===== src/rtl/full_adder_top.sv =====
// Single-bit full adder computed structurally, as dataflow and behaviourally,
// with a registered behavioural result and a sticky cross-check flag.

module fa_half_adder (
    input  logic      a,
    input  logic      b,
    output wire logic s,
    output wire logic c
);

    xor g_s (s, a, b);
    and g_c (c, a, b);

endmodule

module full_adder_top (
    input  logic      clk,
    input  logic      rst,
    input  logic      x,
    input  logic      y,
    input  logic      c_in,
    output wire logic sum_st,
    output wire logic sum_df,
    output logic      sum_bh,
    output wire logic c_out_st,
    output wire logic c_out_df,
    output logic      c_out_bh,
    output logic      sum_q,
    output logic      c_out_q,
    output logic      mismatch
);

    wire logic s1;
    wire logic c1;
    wire logic c2;

    logic [1:0] bh_res;
    logic       disagree;
    logic       mismatch_q;
    logic       mismatch_d;

    fa_half_adder u_ha1 (
        .a (x),
        .b (y),
        .s (s1),
        .c (c1)
    );

    fa_half_adder u_ha2 (
        .a (s1),
        .b (c_in),
        .s (sum_st),
        .c (c2)
    );

    or g_cout (c_out_st, c1, c2);

    assign sum_df   = x ^ y ^ c_in;
    assign c_out_df = (x & y) | (c_in & (x ^ y));

    always_comb begin
        bh_res   = {1'b0, x} + {1'b0, y} + {1'b0, c_in};
        sum_bh   = bh_res[0];
        c_out_bh = bh_res[1];
    end

    // Any pairwise disagreement between the three styles latches the flag.
    assign disagree = (sum_st != sum_df) | (sum_df != sum_bh)
                    | (c_out_st != c_out_df) | (c_out_df != c_out_bh);

    assign mismatch_d = mismatch_q | disagree;

    always_ff @(posedge clk) begin
        if (rst) begin
            sum_q      <= 1'b0;
            c_out_q    <= 1'b0;
            mismatch_q <= 1'b0;
        end else begin
            sum_q      <= sum_bh;
            c_out_q    <= c_out_bh;
            mismatch_q <= mismatch_d;
        end
    end

    assign mismatch = mismatch_q;

endmodule


===== config.mk =====
export PLATFORM = sky130hd
export DESIGN_NAME = full_adder_top
export DESIGN_NICKNAME = d
export VERILOG_FILES = /design/src/rtl/full_adder_top.sv
export SDC_FILE = /design/constraint.sdc
export NUM_CORES = 1
export LEC_CHECK = 0
export ABC_CLOCK_PERIOD_IN_PS = 1590
export CORE_AREA = 3 3 40 42
export DETAILED_ROUTE_END_ITERATION = 12
export DIE_AREA = 0 0 43 45
export HOLD_SLACK_MARGIN = 0.08
export PLACE_DENSITY_LB_ADDON = 0.12
export REMOVE_ABC_BUFFERS = 1
export SLEW_MARGIN = 20
export SYNTH_ARGS = -nofsm -noshare
export SYNTH_HDL_FRONTEND = slang
export SYNTH_SLANG_ARGS = --single-unit

===== constraint.sdc =====
create_clock -name clk -period 1.59 [get_ports clk]
set_clock_uncertainty 0.05 [all_clocks]
set_input_delay 0.318 -clock clk [delete_from_list [all_inputs] [get_ports clk]]
set_output_delay 0.318 -clock clk [all_outputs]
set_load 0.03 [all_outputs]

==> results.py <==
metrics = {
    "die": {
        "die_x_um": 43,
        "core-area_um2": 1280,
        "dieArea_um2": 1940,
        "pin_count": 14,
        "rows": 13,
        "start_util_pct": 10.0,
        "dieHeight_um": 45,
    },
    "logic_synthesis": {
        "ys_ff_latch": 3,
        "syn_area_um2": 129,
        "yosys-top-cells-area": "dfxtp_1 (47%), buf_4 (23%), fa_1 (16%)",
        "netlist.top_cell.by_area": "dfxtp_1",
        "yosys_most_used_dff": "dfxtp_1",
        "synth_edf_count": 0,
        "yosysWarnings": 0,
        "postSynthCellCount": 11,
        "yosys-top-cells-count": "buf_4 (4), dfxtp_1 (3), nor2b_1 (3)",
        "synth_async_sr_flop_share_pct": 0,
        "synthDistinctLibCells": 4,
        "synth_most_common_cell": "buf_4",
        "syn_area_per_cell_um2": 11.7,
        "seq_area_frac_synth_pct": 46.6,
        "synth_top_cell_area_share_pct": 46.6,
    },
    "cells_and_area": {
        "n_antenna_cell": 0,
        "finalInstanceArea_um2": 292,
        "final_util_pct": 22.7,
        "drive_gt1_share_pct": 57.7,
        "fillers": 147,
        "fin_nets": 33,
        "syn_to_final_growth_pct": 126,
    },
    "run_status": {
        "status": "complete, no violations",
    },
    "critical_path": {
        "slowest_stage": "clkdlybuf4s50_1",
        "cp-startpoint": "sum_q$_SDFF_PP0_",
        "path_cells": "clkdlybuf4s50_1",
        "cpLargestDelayFamily": "buffers and inverters",
        "crit_end": "sum_q",
        "r2r_cells": 1,
        "critPathLaunchType": "register",
        "endpoint_kind": "primary output",
        "cp.depth": 1,
        "r2r-end": "mismatch$_SDFF_PP0_",
        "r2r_start": "mismatch$_SDFF_PP0_",
        "rrSetupSlack_ns": 1.00,
        "crit_arrival_ns": 1.19,
        "required_ns": 1.22,
        "max_stage_delay_ns": 0.66,
        "crit_fanout": 1,
        "critPathBufInv": 1,
        "criticalPathCategory": "reg -> out",
    },
    "global_route": {
        "grt_antenna_before_repair": 0,
        "grt_max_degree": 5,
        "gr-total-overflow": 0,
        "grt_pass1_wl_um": 627,
        "grt_pass1_vias": 181,
        "grtUsageTotal_pct": 5.50,
    },
    "sta": {
        "fin_crit_sh_pct": 97.8,
        "slew_headroom_pct": 78.7,
        "period_needed_ns": 1.56,
        "slew_violations": 0,
        "finalSetupViolCount": 0,
        "finalSetupTns_ns": 0,
        "rsz0062_at_grt": "false",
        "max_freq_mhz": 643,
        "worstMarginPinSlew_ns": 0.319,
        "finalHoldViolations": 0,
    },
    "clock_network": {
        "clock_latency_ns": 0.23,
        "numCtsBuffers": 3,
        "cts_tree": "done",
        "cts_sinks": 3,
        "cts_root_buf": "clkbuf_4",
        "cts_max_path_buffers": 2,
        "htreeDepth": 1,
        "path_clk_slew_ns": 0.04,
    },
    "drt": {
        "postRouteWirelength_um": 379,
        "via_per_inst": 3.27,
        "wire_per_inst_um": 9.24,
        "num_vias": 134,
        "dr.pass1.iters": 2,
        "drtIter0Drc": 2,
        "ant_nets": 0,
        "drc": 0,
    },
    "place": {
        "place.port_buffers": 13,
        "placed_area_um2": 248,
        "routabilityCongestion": 0.526,
    },
    "hold_path": {
        "holdCritPathClass": "reg -> reg",
    },
    "power_and_ir_drop": {
        "power_density_nw_per_um2": 1160,
        "peakVddDrop_uv": 269,
        "leakage_uw": 0.000142,
    },
    "job": {
        "maxCapViolCount": 0,
    },
}
## worst min-delay path by stage
stage,start,endpoint,cells after the start
global route,mismatch$_SDFF_PP0_,mismatch$_SDFF_PP0_,1
detailed placement,mismatch$_SDFF_PP0_,mismatch$_SDFF_PP0_,1
floorplan,rst,c_out_q$_SDFF_PP0_,1
CTS,mismatch$_SDFF_PP0_,mismatch$_SDFF_PP0_,1
finish,mismatch$_SDFF_PP0_,mismatch$_SDFF_PP0_,1
global placement,mismatch$_SDFF_PP0_,mismatch$_SDFF_PP0_,1
## power breakdown
part           leakage, µW  internal (µW)  switching [µW]
Clock            0.0000150           94.1            39.9
Combinational     0.000103           57.4            66.8
Sequential       0.0000247           80.1           0.921
## registers in the layout, indices dropped and copies added, names as in the netlist
| signal | cells |
|---|---|
| c_out_q | 1 |
| sum_q | 1 |
| mismatch | 1 |
## cells by family (layout without fill, tap and decap cells)
group	Yosys count	count (layout)	share of synthesized area, %
buffers and inverters	4	19	23.3
flip-flops	3	3	46.6
AND/OR/NAND/NOR	3	3	14.6
adder cells (fa/ha/maj)	1	1	15.5
## metrics by stage
stage | hold WS, ns | std cells | worst slack [ns] | power [µW]
after global placement | 0.409 | 36 | -0.628 | 195
final | 0.428 | 41 | 0.0348 | 339
after floorplan | 0.340 | 7 | -0.215 | 143
after CTS | 0.433 | 41 | 0.0104 | 346
after global routing | 0.436 | 41 | 0.00567 | 356
after detailed placement | 0.430 | 36 | -0.635 | 195
## repair_timing
action	CTS	global route
hold buffers	0	0
gates resized for setup	26	2
endpoints found under the setup margin	7	4
endpoints found under the hold margin	0	0
buffers inserted	1	0
cloned	0	0
pin swaps	1	1
## per-layer routing
layer  share of wire [%]  vias up  track usage [%]
li1                    -       58                -
met3                  19        4             2.39
met4                 9.5        0             12.7
met2                  44       16             7.19
met5                   0        -                0
met1                  28       56             3.61
## cells in the final DEF (no fill, tap or decap)
cell type	Yosys	layout
buf_6	0	4
nor2b_1	3	3
dfxtp_1	3	3
clkbuf_4	0	3
clkdlybuf4s15_2	0	3
buf_2	0	2
clkdlybuf4s50_1	0	2
buf_4	4	2
fa_2	0	1
clkbuf_1	0	1
dlymetal6s2s_1	0	1
dlygate4sd2_1	0	1
## final cells by class
type / count / area [µm²] / area share (%)
clock buffer: 4 / 26.3 / 9.01
tap: 15 / 18.8 / 6.44
sequential: 3 / 60.1 / 20.6
multi-input combinational: 4 / 41.3 / 14.2
timing repair buffer: 15 / 145 / 49.8
No activity file was read; power rests on OpenSTA's default activity.
